## src/rtl/shl_inv_pkg.sv

```systemverilog
// Shared encodings for the shift-left invertibility witness search.
package shl_inv_pkg;

  typedef enum logic [1:0] {
    IDLE   = 2'd0,
    SEARCH = 2'd1,
    DONE   = 2'd2
  } state_t;

  localparam logic [1:0] PRED_SLE = 2'd0;
  localparam logic [1:0] PRED_SLT = 2'd1;
  localparam logic [1:0] PRED_ULE = 2'd2;
  localparam logic [1:0] PRED_ULT = 2'd3;

  localparam logic POS_X_SHL_S = 1'b0;
  localparam logic POS_S_SHL_X = 1'b1;

endpackage

```

## src/rtl/shl_pred_eval.sv

```systemverilog
// Combinational test of one candidate: (cand << s) or (s << cand) against t.
module shl_pred_eval
  import shl_inv_pkg::*;
#(
  parameter int W = 4
) (
  input  logic [W-1:0] s,
  input  logic [W-1:0] t,
  input  logic [W-1:0] cand,
  input  logic [1:0]   pred,
  input  logic         pos,
  output logic         sat
);

  logic [W-1:0]        base;
  logic [W-1:0]        amt;
  logic [W-1:0]        lhs;
  logic signed [W-1:0] lhs_sg;
  logic signed [W-1:0] t_sg;

  assign base   = (pos == POS_S_SHL_X) ? s : cand;
  assign amt    = (pos == POS_S_SHL_X) ? cand : s;
  // A logical shift of a W-bit vector by >= W already yields zero, matching bvshl.
  assign lhs    = base << amt;
  assign lhs_sg = lhs;
  assign t_sg   = t;

  always_comb begin
    sat = 1'b0;
    case (pred)
      PRED_SLE: sat = (lhs_sg <= t_sg);
      PRED_SLT: sat = (lhs_sg <  t_sg);
      PRED_ULE: sat = (lhs <= t);
      PRED_ULT: sat = (lhs <  t);
      default:  sat = 1'b0;
    endcase
  end

endmodule

```

## src/rtl/shl_inv_search.sv

```systemverilog
// Sequential search for the minimal x with (x << s) or (s << x) satisfying pred t.
module shl_inv_search
  import shl_inv_pkg::*;
#(
  parameter int W = 4
) (
  input  logic         clk,
  input  logic         rst,
  input  logic         in_valid,
  output logic         in_ready,
  input  logic [W-1:0] s,
  input  logic [W-1:0] t,
  input  logic [1:0]   pred,
  input  logic         pos,
  input  logic         abort,
  output logic         out_valid,
  input  logic         out_ready,
  output logic [W-1:0] x,
  output logic         found
);

  state_t       st;
  logic [W-1:0] s_r;
  logic [W-1:0] t_r;
  logic [1:0]   pred_r;
  logic         pos_r;
  logic [W-1:0] cand;
  logic         last;
  logic         sat;

  // Explicit last-candidate flag keeps the W-bit counter from wrapping unnoticed.
  assign last = &cand;

  shl_pred_eval #(.W(W)) u_eval (
    .s    (s_r),
    .t    (t_r),
    .cand (cand),
    .pred (pred_r),
    .pos  (pos_r),
    .sat  (sat)
  );

  // Operand capture: data only, no reset.
  always_ff @(posedge clk) begin
    if (st == IDLE && in_valid) begin
      s_r    <= s;
      t_r    <= t;
      pred_r <= pred;
      pos_r  <= pos;
    end
  end

  always_ff @(posedge clk) begin
    if (rst) begin
      st        <= IDLE;
      cand      <= '0;
      x         <= '0;
      found     <= 1'b0;
      in_ready  <= 1'b1;
      out_valid <= 1'b0;
    end else begin
      case (st)
        IDLE: begin
          if (in_valid) begin
            cand     <= '0;
            st       <= SEARCH;
            in_ready <= 1'b0;
          end
        end
        SEARCH: begin
          if (abort) begin
            st       <= IDLE;
            in_ready <= 1'b1;
          end else if (sat) begin
            x         <= cand;
            found     <= 1'b1;
            st        <= DONE;
            out_valid <= 1'b1;
          end else if (last) begin
            x         <= '0;
            found     <= 1'b0;
            st        <= DONE;
            out_valid <= 1'b1;
          end else begin
            cand <= cand + 1'b1;
          end
        end
        DONE: begin
          if (out_ready) begin
            st        <= IDLE;
            out_valid <= 1'b0;
            in_ready  <= 1'b1;
          end
        end
        default: begin
          st        <= IDLE;
          in_ready  <= 1'b1;
          out_valid <= 1'b0;
        end
      endcase
    end
  end

endmodule

```

## config.mk

```make
export PLATFORM = sky130hd
export DESIGN_NAME = shl_inv_search
export DESIGN_NICKNAME = d
export VERILOG_FILES = /design/src/rtl/shl_inv_pkg.sv /design/src/rtl/shl_pred_eval.sv /design/src/rtl/shl_inv_search.sv
export SDC_FILE = /design/constraint.sdc
export NUM_CORES = 1
export LEC_CHECK = 0
export CORE_MARGIN = 4
export CORE_UTILIZATION = 50
export CTS_BUF_LIST = sky130_fd_sc_hd__clkbuf_4 sky130_fd_sc_hd__clkbuf_8 sky130_fd_sc_hd__clkbuf_16
export DETAILED_ROUTE_END_ITERATION = 10
export PLACE_DENSITY_LB_ADDON = 0.05
export SETUP_SLACK_MARGIN = 0.2
export SLEW_MARGIN = 40
export SYNTH_ARGS = -nofsm -noshare
export SYNTH_HDL_FRONTEND = slang
export SYNTH_SLANG_ARGS = --single-unit
```

## constraint.sdc

```tcl
create_clock -name clk -period 5.43 [get_ports clk]
set_input_delay 0.8145 -clock clk [delete_from_list [all_inputs] [get_ports clk]]
set_output_delay 0.8145 -clock clk [all_outputs]
set_load 0.03 [all_outputs]
```

# Word-level counts from Yosys, hierarchy flattened
# Cells that the tools add are included.
[word_totals]
ff_bits = 24
latchBits = 0
ramBits = 0
romBits = 0
input_bits = 16
output_inout_bits = 7
elab_cells = 69
n_memories = 0
[op_classes]
addsub = 1
n_mul = 0
n_div = 0
order_cmp = 4
n_eq_ne = 13
shifts = 1
n_mux = 27
bitwise_logic = 2
n_reduce_logical = 11
[op_table]
columns = ["cell", "count"]
rows = [
  ["2-to-1 mux 4 bit", 8],
  ["inequality test 2 bit, second input constant", 6],
  ["2-to-1 mux 2 bit", 5],
  ["2-to-1 mux 1 bit", 9],
  ["AND reduction 3 bit", 3],
  ["less-or-equal comparator 4 bit", 2],
  ["< comparator 4 bit", 2],
  ["one-hot mux 4 bit (2 select lines)", 1],
  ["AND reduction 4 bit", 2],
  ["== test 2 bit, second input constant", 3],
  ["one-hot mux 1 bit (3 select lines)", 2],
  ["one-hot mux 2 bit (3 select lines)", 1],
  ["AND reduction 5 bit", 1],
  ["adder 4 x 1 -> 4 bit, second input constant", 1],
  ["== test 2 x 1 -> 1 bit, second input constant", 2],
  ["zero test 2 bit", 2],
  ["inequality test 4 bit, second input constant", 1],
  ["one-hot mux 1 bit (4 select lines)", 1],
  ["nonzero test 2 bit", 2],
  ["<< shifter 4 x 4 -> 4 bit", 1],
  ["inequality test 3 bit, second input constant", 1],
  ["NOT 1 bit", 2],
  ["logical AND 1 bit", 1],
]

# Logic depth before layout (Yosys ltp)
# Gate-level depths: netlist of the first run.
[depth]
ltp_word = 7
depth_mapped = 12
depth_no_buf = 11

# Hierarchy
# From an unflattened synthesis of the first run, not the netlist that was laid out.
[hier_totals]
cells_unflattened = 112
hier_area_um2 = 1186.1
[by_module_without_submodules]
columns = ["module", "instances", "cells_per_inst", "area_each_um2", "seq_area_each_um2"]
rows = [
  ["shl_inv_search", 1, 66, 852.1, 590.6],
  ["shl_pred_eval", 1, 46, 334.1, 0.0],
]

# Worst setup path after synthesis of the first run
# Ideal clock, no wire load.
[synth_timing]
kind = "register to register"
start = "register pos_r"
end = "register cand[3]"
t_arrival_ns = 2.650
required_time_ns = 5.343
slack_ns = 2.693
path_stages_with_launch = 13
path_buffers = 1
path_cell_list = "edfxtp_1 clkbuf_1 nor2_1 nand2_1 o21ai_0 nand2_1 or2_2 ha_1 and4b_1 a211oi_2 o21ai_2 or3_1 a211oi_1"
[synth_between]
elab_chain_len = 6
elab_cells_between_ends = 10
classes_between = "order compare: 4; eq/ne: 1; shift: 1; mux: 3; reduce/logical: 1"
[synth_lines]
columns = ["item", "line_no", "rtl"]
rows = [
  ["start: declaration", "shl_inv_search.sv:26", "logic pos_r;"],
  ["start signal: assignment", "shl_inv_search.sv:49", "pos_r <= pos;"],
  ["2-to-1 mux 4 bit (on tied branches)", "shl_pred_eval.sv:21, shl_pred_eval.sv:22", ""],
  ["<< shifter 4 x 4 -> 4 bit *", "shl_pred_eval.sv:24", "assign lhs = base << amt;"],
  ["< comparator 4 bit, or another cell as far along", "shl_pred_eval.sv:34", "PRED_ULT: sat = (lhs < t);"],
  ["one-hot mux 1 bit (4 select lines) *", "shl_pred_eval.sv:30", "case (pred)"],
  ["inequality test 2 bit (no line) *", "-", ""],
  ["AND reduction 5 bit (no line) *", "-", ""],
  ["end signal: assignment", "shl_inv_search.sv:85", "cand <= cand + 1'b1;"],
  ["end: declaration", "shl_inv_search.sv:27", "logic [W-1:0] cand;"],
]
# Mark *: on every way between the ends. The rest lies on a longest branch, timed or not.
# A chain may end at the register's enable or synchronous reset.

# Final worst setup path of the first run
[layout_timing]
start = "register pos_r"
end = "register x[2]"
[layout_between]
elab_chain_len = 6
elab_cells_between_ends = 11
classes_between = "order compare: 4; shift: 1; mux: 4; reduce/logical: 2"
[layout_lines]
columns = ["item", "line_no", "rtl"]
rows = [
  ["2-to-1 mux 4 bit (on tied branches)", "shl_pred_eval.sv:21, shl_pred_eval.sv:22", ""],
  ["<< shifter 4 x 4 -> 4 bit *", "shl_pred_eval.sv:24", ""],
  ["< comparator 4 bit, or another cell as far along", "shl_pred_eval.sv:34", ""],
  ["one-hot mux 1 bit (4 select lines) *", "shl_pred_eval.sv:30", ""],
  ["nonzero test 2 bit (no line)", "-", ""],
  ["AND reduction 3 bit (no line)", "-", ""],
  ["end signal: assignment", "shl_inv_search.sv:75", "x <= cand;"],
  ["end: declaration", "shl_inv_search.sv:18", "output logic [W-1:0] x,"],
]
# Marks and branches as above.

==> out/qor.txt, run 1 <==
=====================================================================================
Die area                                                                     3140 µm²
Cells after Synth                                                                 112
Syn nets                                                                          133
Placed cell count                                                                 159
Count of buffers added by post-CTS timing repair for setup                          0
Top cell type's share of synthesized area                                       28.6%
Initial core utilization                                                        52.2%
Top cell types by occurrence after synthesis                             dfxtp_1 (13), edfxtp_1 (11), nand2_1 (9)
R2r setup slk                                                                 2.36 ns
Final Setup Violations                                                              0
Transition time at the pin with the least slew margin                        0.725 ns
Number of gates given a new drive strength after cts                                0
Max Transition Viols Final                                                          0
Upper clock frequency limit                                                   326 MHz
Leak pwr                                                                     0.568 nW
Critical Path Sink Type                                                     flip-flop
Top post-synthesis cells by area                                         edfxtp_1 (29%), dfxtp_1 (23%), ha_1 (5.4%), a22o_1 (3.0%), o21ai_0 (3.0%)
Horizontal die dimension                                                      56.1 µm
CTS buffer count                                                                    3
Final cell count without fillers                                                  163
Remaining number of nets flagged by the antenna check after routing                 0
DPL Wire Length                                                               1550 µm
Flip-flop and latch area                                                      591 µm²
Antenna violations before repair                                                    0
# hold bufs at CTS                                                                  0
TritonRoute pass-1 iters                                                            4
Yosys reg bits                                                                     24
Max-cap check violation count                                                       0
Power density of the placed cells                                          268 nW/µm²
Pin count of the biggest net entering global routing                               17
Worst Hold Path Cells                                                               2
Outcome                                                                     completed
Filler cell count                                                                 186
Final critical-path required period                                           3.07 ns
Multi-input gate area                                                         538 µm²
Category of the worst setup path launch point                               flip-flop
Data arrival time at the worst-slack endpoint                                 3.34 ns
Avg Synthesized Cell Area                                                    10.3 µm²
Layout Nets                                                                       157
Share of post-route cells with drive strength above 1                           7.41%
Source-to-sink clock delay at the later pin of the worst-skew pair            0.32 ns
Count of input and output buffers                                                  22
Cell chain of the critical path                                          mux2i_1 -> and3b_1 -> a21oi_1 -> o22ai_1 -> ha_1 -> a211oi_1 -> a211oi_2 -> nor4_1 -> a22o_1
Slowest stage delay, CP                                                       0.66 ns
Data required time at the worst endpoint                                      5.70 ns
Area of the core                                                             2210 µm²
Count of routing violations after the opening detailed-route iteration             24
Final GP Congestion                                                             0.763
Count of warnings emitted by yosys                                                  0
Die boundary height                                                           56.1 µm
Routed vias                                                                       906
Worst slew margin                                                               51.2%
Most instantiated flip-flop cell in the synthesis netlist                     dfxtp_1
Number of synthesized flops with an enable pin                                     11
Cell with the most instances after synthesis                                  dfxtp_1
Clock tree from TritonCTS                                                       built
Num ports                                                                          23
Routed len/inst                                                               12.4 µm
Number of cell instances on the worst register-to-register path                     9
Worst-path clk slew                                                           0.13 ns
Share of async-settable or async-resettable flops after synthesis                  0%
CTS sink count                                                                     24
Final-report hold violation count                                                   0
Setup clock skew after layout                                               0.0116 ns
Cell area after technology mapping                                           1150 µm²
Library cell occupying the most area in the post-synthesis netlist           edfxtp_1
Synth-to-Final Area Change                                                      26.7%
Setup total negative slack                                                       0 ns
Maximum number of buffers from clock root to sink                                   2
Crit path max-delay cell type                                                  nor4_1
Peak supply drop                                                             0.208 mV
Vias per std cell                                                                5.56
Worst Path Max Fanout                                                              13
First-pass GRT wire length                                                    3440 µm
Worst Hold Class                                                              reg2reg
Total Routing Usage GR                                                          14.0%
Root buffer cell                                                             clkbuf_4
Unrepaired setup endpoints after global routing                                    no
Period utilization                                                              56.5%
Number of standard-cell rows in the floorplan                                      17
GRT Residual Overflow                                                               0
Portion of the post-synthesis area used by sequential elements                  51.1%
Power after layout                                                         0.000391 W
Via count of the first global-routing pass                                        797
CTS H-tree lvls                                                                     1
WL final                                                                      2030 µm
Antenna diode count                                                                 0
DRC violation count after routing                                                   0
Kind of critical path                                                         reg2reg
Number of library cell types mapped by synthesis                                   36
=====================================================================================
==> critical path, delay by kind of cell (launching register included) <==
kind | cells | cell delay (ns)
AO/OA/AOI/OAI | 5 | 0.89
adder cells (fa/ha/maj) | 1 | 0.31
flip-flops | 1 | 0.62
multiplexers | 1 | 0.33
AND/OR/NAND/NOR | 2 | 0.87
==> state kept, by name, summed over array words and instances (netlist names) <==
signal / flops
cand: 4
found: 1
in_ready: 1
out_valid: 1
pos_r: 1
pred_r: 2
s_r: 4
st: 2
t_r: 4
x: 4
==> placed cells by master (no fill, tap or decap), drive strengths merged, types with 4 or more instances in the layout <==
master	synthesis	layout
edfxtp	11	11
a21oi	5	5
ha	5	5
dfxtp	13	13
o21ai	8	8
clkdlybuf4s50	0	22
a22o	4	4
nand2	9	9
inv	7	7
nor2	8	8
==> metal layers <==
layer / up-vias / track usage [%] / part of all wire (%) / routed length, µm
met4: 0 / 5.08 / 0.59 / 12
li1: 461 / - / - / -
met5: - / 0 / 0 / 0
met1: 412 / 18.0 / 45 / 915
met2: 31 / 21.4 / 47 / 953
met3: 2 / 5.10 / 7.2 / 146
==> through the flow <==
step / util, % / worst slack, ns / hold WS [ns] / area (µm²)
finish: 66.1 / 2.36 / 0.465 / 1460
global route: 66.1 / 2.02 / 0.502 / 1460
CTS: 66.1 / 2.35 / 0.466 / 1460
detailed placement: 63.7 / 2.35 / 0.448 / 1410
global placement: 63.5 / 2.44 / 0.443 / 1400
floorplan: - / 2.69 / 0.492 / 1150
==> report_power, final <==
part	switching [W]	internal [W]
sequential	0.00000774	0.000199
clock	0.0000530	0.0000747
combinational	0.0000289	0.0000280
total	0.0000896	0.000302
==> final cells by class <==
cell class | count | area share, %
flip-flops and latches | 24 | 40.4
repair buffers | 22 | 15.1
well taps | 28 | 2.40
multi-input cells | 78 | 36.8
clock inverters | 1 | 2.05
inverters | 7 | 1.80
clock buffers | 3 | 1.54
==> logic make-up (layout without fill, tap and decap cells) <==
family                   count (synthesis)  after routing  synth area share [%]
adder cells (fa/ha/maj)                  5              5                  5.42
AO/OA/AOI/OAI                           31             31                  18.1
XOR/XNOR                                 3              3                  2.28
buffers and inverters                   10             33                  3.25
flip-flops                              24             24                  51.1
AND/OR/NAND/NOR                         36             36                  17.2
multiplexers                             3              3                  2.60
==> final timing paths <==
check / startpoint / end
worst max-delay path: pos_r / x[2]
worst min-delay path: out_valid / out_valid
worst min register to register: out_valid / out_valid
worst max register to register: pos_r / x[2]
(Power assumes the default switching activity.)
==> inputs of run 2 (changes only) <==
- clock period: 5.43 -> 3.2 ns (I/O delays scaled with it)
==> run 2 against run 1 <==
  * Highest routed layer unchanged
  * Flip-flop and latch count unchanged
  * Fmax up 10%
  * Final area rose by 1.1%
  * Clock-buffer cell count did not move
  * Critical path depth grew 2
  * Combinational power increased by 93%
  * Largest cell class unchanged
  * Clock skew down 0.010 ns
  * Setup slack worse by 2.0 ns
  * Non-clock buffer count is 4 higher
  * Sequential share of layout area shrank 0.44 points
==> out/qor.txt, run 2 (synthesized netlist as in run 1, its figures left out) <==
=====================================================================================
Outcome                                                                     completed
TritonRoute pass-1 iters                                                            4   unchanged
Worst-path clk slew                                                           0.12 ns   about the same
Share of post-route cells with drive strength above 1                           10.8%   +3.4 points
Antenna violations before repair                                                    0   unchanged
Most frequent standard cell in the layout excluding fill and tap cells   clkdlybuf4s50_1
Fraction of the core area covered by cells at the end of the flow               66.9%   +0.74 points
Worst slew margin                                                               73.9%   +23 points
Final critical-path required period                                           2.79 ns   -0.279 ns
Count of input and output buffers                                                  22   unchanged
Final cell count without fillers                                                  167   +2.5%
CTS sink count                                                                     24   unchanged
Root buffer cell                                                             clkbuf_4
Period utilization                                                              87.1%   +31 points
DRC violation count after routing                                                   0   unchanged
Category of the worst setup path launch point                               flip-flop
Max-cap check violation count                                                       0   unchanged
Transition time at the pin with the least slew margin                        0.390 ns   -0.336 ns
Via count of the first global-routing pass                                        829   +4.0%
DPL Wire Length                                                               1650 µm   +6.0%
CTS buffer count                                                                    3   unchanged
Max Transition Viols Final                                                          0   unchanged
Unrepaired setup endpoints after global routing                                    no
Data arrival time at the worst-slack endpoint                                 3.03 ns   -0.31 ns
Initial core utilization                                                        52.2%   unchanged
Final-report hold violation count                                                   0   unchanged
Final Setup Violations                                                              0   unchanged
Worst Hold Class                                                              reg2reg
Num ports                                                                          23   unchanged
Leak pwr                                                                     0.576 nW   +1.4%
Source-to-sink clock delay at the later pin of the worst-skew pair            0.31 ns   about the same
Setup clock skew after layout                                              0.00139 ns   -0.0102 ns
Clock tree from TritonCTS                                                       built
Layout Nets                                                                       161   +2.5%
Commonest cells after routing, fill and taps aside                       clkdlybuf4s50_1 (22), dfxtp_1 (13), edfxtp_1 (11), nand2_1 (9), nor2_1 (8)
Die area                                                                     3140 µm²   unchanged
Total Routing Usage GR                                                          14.3%   +0.37 points
Power density of the placed cells                                          400 nW/µm²   +49%
Pin count of the biggest net entering global routing                               17   unchanged
Critical Path Sink Type                                                     flip-flop
GRT Residual Overflow                                                               0   unchanged
Routed vias                                                                       908   +0.22%
Filler cell count                                                                 193   +3.8%
Die boundary height                                                           56.1 µm   unchanged
Upper clock frequency limit                                                   359 MHz   +10%
WL final                                                                      2160 µm   +6.7%
Vias per std cell                                                                5.44   -2.2%
Maximum number of buffers from clock root to sink                                   2   unchanged
Peak supply drop                                                             0.381 mV   +83%
Final GP Congestion                                                             0.765   +0.25%
Area of the core                                                             2210 µm²   unchanged
Setup total negative slack                                                       0 ns   unchanged
# hold bufs at CTS                                                                  0   unchanged
Placed cell count                                                                 161   +1.3%
Synth-to-Final Area Change                                                      28.1%
First-pass GRT wire length                                                    3570 µm   +3.8%
Worst Path Max Fanout                                                               5   -8
Data required time at the worst endpoint                                      3.44 ns   -2.26 ns
Count of routing violations after the opening detailed-route iteration             23   -4.2%
Horizontal die dimension                                                      56.1 µm   unchanged
Antenna diode count                                                                 0   unchanged
Remaining number of nets flagged by the antenna check after routing                 0   unchanged
Kind of critical path                                                         reg2reg
CTS H-tree lvls                                                                     1   unchanged
Number of standard-cell rows in the floorplan                                      17   unchanged
Routed len/inst                                                               13.0 µm   +4.1%
=====================================================================================
-- run 2: power by group --
part,internal (W),switching [W]
clock network,0.0000457,0.0000874
registers,0.000338,0.0000108
logic,0.0000532,0.0000565
-- run 2: critical path, cell delays in order (launching register included) --
cell and delay [ns]:
edfxtp_1 0.46, buf_4 0.18, mux2i_1 0.22, and3b_1 0.20, a21oi_1 0.04, o22ai_1 0.16, ha_1 0.28, and4b_1 0.22
a211oi_4 0.22, o21ai_2 0.16, or3_1 0.36, a211oi_1 0.21
-- run 2: worst paths after layout --
| check | to | cells after the start | slack (ns) | from |
|---|---|---|---|---|
| min reg2reg | out_valid | 2 | 0.47 | out_valid |
| max reg2reg | cand[3] | 11 | 0.41 | pos_r |
| min | out_valid | 2 | 0.47 | out_valid |
| max | cand[3] | 11 | 0.41 | pos_r |
-- run 2: cell type report --
| class | instances | area, µm² | share of cell area, % |
|---|---|---|---|
| clock buffer | 3 | 22.5 | 1.52 |
| clock inverter | 1 | 3.75 | 0.254 |
| inverter | 7 | 26.3 | 1.78 |
| multi-input combinational | 78 | 551 | 37.2 |
| sequential | 24 | 591 | 39.9 |
| tap | 28 | 35.0 | 2.37 |
| timing repair buffer | 26 | 250 | 16.9 |
-- run 2: routing by layer --
layer  global-route usage [%]  routed length (µm)  vias to the layer above
li1                         -                   -                      468
met1                     18.4                 979                      414
met2                     23.4                1030                       24
met3                     5.57                 136                        2
met4                     2.03                  18                        0
met5                        0                   0                        -
-- run 2: timing repair --
item                                    4_1_cts  5_1_grt
pin swaps                                     0        1
hold endpoints to repair                      0        0
setup buffers                                 2        0
endpoints found under the setup margin        2        6
resized for setup                             0        3
-- run 2: per-stage QoR --
step	hold WS (ns)	area, µm²	total power [W]	setup WS (ns)
3_5_place_dp	0.448	1420	0.000456	0.192
3_3_place_gp	0.443	1420	0.000453	0.299
5_1_grt	0.491	1480	0.000620	0.217
6_report	0.466	1480	0.000591	0.411
2_1_floorplan	0.492	1150	0.000416	0.463
4_1_cts	0.469	1460	0.000587	0.335
==> inputs of run 3 (changes only) <==
- clock period: 3.2 -> 3.6 ns (I/O delays scaled with it)
==> run 3 against run 2 <==
  * Final area decreased by 1.0%
  * Non-clock buffer count decreased by 3
  * First-iteration DRC count increased by 43%
  * Critical path depth decreased by 2
  * Die area unchanged
  * Global-route usage decreased by 0.26 points
  * Combinational power decreased by 20%
  * Worst hold slack improved by 0.0045 ns
  * Clock-buffer cell count unchanged
  * Via count increased by 2.1%
  * Routed wire length decreased by 0.32%
  * Clock power increased by 48%
==> out/qor.txt, run 3 (synthesized netlist as in run 1, its figures left out) <==
=====================================================================================
Outcome                                                                     completed
Pin count of the biggest net entering global routing                               17   unchanged
Source-to-sink clock delay at the later pin of the worst-skew pair            0.33 ns   +0.02 ns
Max-cap check violation count                                                       0   unchanged
Die area                                                                     3140 µm²   unchanged
Clock share of power                                                            33.1%   +11 points
Routed vias                                                                       927   +2.1%
Count of input and output buffers                                                  22   unchanged
Worst Hold Class                                                              reg2reg
Num ports                                                                          23   unchanged
Horizontal die dimension                                                      56.1 µm   unchanged
Initial core utilization                                                        52.2%   unchanged
Leak pwr                                                                     0.572 nW   -0.70%
Fin area                                                                     1460 µm²   -1.0%
Final critical-path required period                                           3.25 ns   +0.458 ns
Clock tree from TritonCTS                                                       built
Tightest hold margin                                                         0.471 ns   +0.00449 ns
Category of the worst setup path launch point                               flip-flop
Total cell area at the placement stage                                       1410 µm²   -0.53%
Routed len/inst                                                               13.2 µm   +1.5%
Root buffer cell                                                             clkbuf_4
TritonRoute pass-1 iters                                                            4   unchanged
Share of post-route cells with drive strength above 1                           8.09%   -2.7 points
Setup total negative slack                                                       0 ns   unchanged
Sequential Power Share                                                          52.2%   -6.7 points
Synth-to-Final Area Change                                                      26.8%
Period utilization                                                              90.2%   +3.0 points
Via count of the first global-routing pass                                        803   -3.1%
Placed cell count                                                                 160   -0.62%
# hold bufs at CTS                                                                  0   unchanged
Data arrival time at the worst-slack endpoint                                 3.52 ns   +0.49 ns
Transition time at the pin with the least slew margin                        0.850 ns   +0.460 ns
Setup clock skew after layout                                               0.0111 ns   +0.00968 ns
Cell chain of the critical path                                          mux2i_1 -> and3b_1 -> a21oi_1 -> o22ai_1 -> ha_1 -> a211oi_1 -> a211oi_2 -> nor4_1 -> a22o_1
Power share of the combinational group                                          14.7%   -3.9 points
Kind of critical path                                                         reg2reg
Final-report hold violation count                                                   0   unchanged
Final Setup Violations                                                              0   unchanged
CTS H-tree lvls                                                                     1   unchanged
Crit path max-delay cell type                                                  nor4_1
Switching Fraction                                                              23.6%   -2.5 points
Final cell count without fillers                                                  164   -1.8%
GRT Residual Overflow                                                               0   unchanged
Data required time at the worst endpoint                                      3.87 ns   +0.43 ns
CTS sink count                                                                     24   unchanged
Layout Nets                                                                       158   -1.9%
Vias per std cell                                                                5.65   +4.0%
Count of routing violations after the opening detailed-route iteration             33   +43%
Top Family by Delay on Critical Path                                     simple AND/OR/NAND/NOR gates
Remaining number of nets flagged by the antenna check after routing                 0   unchanged
Total Routing Usage GR                                                          14.1%   -0.26 points
WL final                                                                      2160 µm   -0.32%
Switching component of the power                                           0.000141 W   -8.8%
Critical Path Sink Type                                                     flip-flop
DPL Wire Length                                                               1640 µm   -0.61%
First-pass GRT wire length                                                    3460 µm   -2.9%
Slowest stage delay, CP                                                       0.75 ns   +0.29 ns
Antenna diode count                                                                 0   unchanged
Filler cell count                                                                 187   -3.1%
Number of standard-cell rows in the floorplan                                      17   unchanged
Maximum number of buffers from clock root to sink                                   2   unchanged
Worst slew margin                                                               42.8%   -31 points
Number of gates given a new drive strength after cts                                0   unchanged
Most frequent standard cell in the layout excluding fill and tap cells   clkdlybuf4s50_1
Count of buffers added by post-CTS timing repair for setup                          0   -2
DRC violation count after routing                                                   0   unchanged
Unrepaired setup endpoints after global routing                                    no
Cell-internal power                                                        0.000456 W   +4.4%
Worst Path Max Fanout                                                              13   +8
Sum of buffers and inverters on the critical path                                   0   -1
Area of the core                                                             2210 µm²   unchanged
Upper clock frequency limit                                                   308 MHz   -14%
Antenna violations before repair                                                    0   unchanged
Die boundary height                                                           56.1 µm   unchanged
Power density of the placed cells                                          408 nW/µm²   +2.0%
Final GP Congestion                                                             0.763   -0.20%
Worst-path clk slew                                                           0.14 ns   +0.02 ns
Peak supply drop                                                             0.307 mV   -19%
Commonest cells after routing, fill and taps aside                       clkdlybuf4s50_1 (22), dfxtp_1 (13), edfxtp_1 (11), nand2_1 (9), nor2_1 (8)
CTS buffer count                                                                    3   unchanged
Max Transition Viols Final                                                          0   unchanged
=====================================================================================
==> run 3: area by class of cell <==
type                    instances  area [µm²]  area share, %
clock buffers                   3        22.5           1.54
clock inverters                 1        30.0           2.05
inverters                       7        26.3           1.79
multi-input cells              78         532           36.3
flip-flops and latches         24         591           40.3
well taps                      28        35.0           2.39
repair buffers                 23         228           15.6
==> run 3: power groups by stage <==
stage	Sequential, W	Clock [W]	Combinational (W)
floorplan	0.000319	0	0.0000510
global placement	0.000317	0	0.0000852
detailed placement	0.000317	0	0.0000880
CTS	0.000311	0.000201	0.0000885
global route	0.000314	0.000211	0.0000973
finish	0.000311	0.000197	0.0000880
==> run 3: final timing paths <==
kind | startpoint | to | slack [ns] | cells past startpoint
min | out_valid | out_valid | 0.47 | 2
min reg2reg | out_valid | out_valid | 0.47 | 2
max reg2reg | pos_r | x[3] | 0.35 | 9
max | pos_r | x[3] | 0.35 | 9
==> run 3: tightest hold or removal path: stages, from the launching register on <==
cell	delay [ns]
dfxtp_1	0.34
nand2_1	0.05
a21oi_1	0.05
==> run 3: stage by stage <==
step	setup slack, ns	util, %	power (W)
after detailed placement	0.457	63.8	0.000405
after global placement	0.617	63.8	0.000402
after global routing	0.219	66.2	0.000622
final	0.353	66.2	0.000597
after floorplan	0.863	-	0.000370
after CTS	0.412	66.2	0.000600
==> run 3: metal layers <==
layer / up-vias / GRT usage, % / wire (µm)
met2: 39 / 22.2 / 1010
met5: - / 0 / 0
met1: 421 / 17.2 / 945
met3: 4 / 6.26 / 175
li1: 463 / - / -
met4: 0 / 4.41 / 21
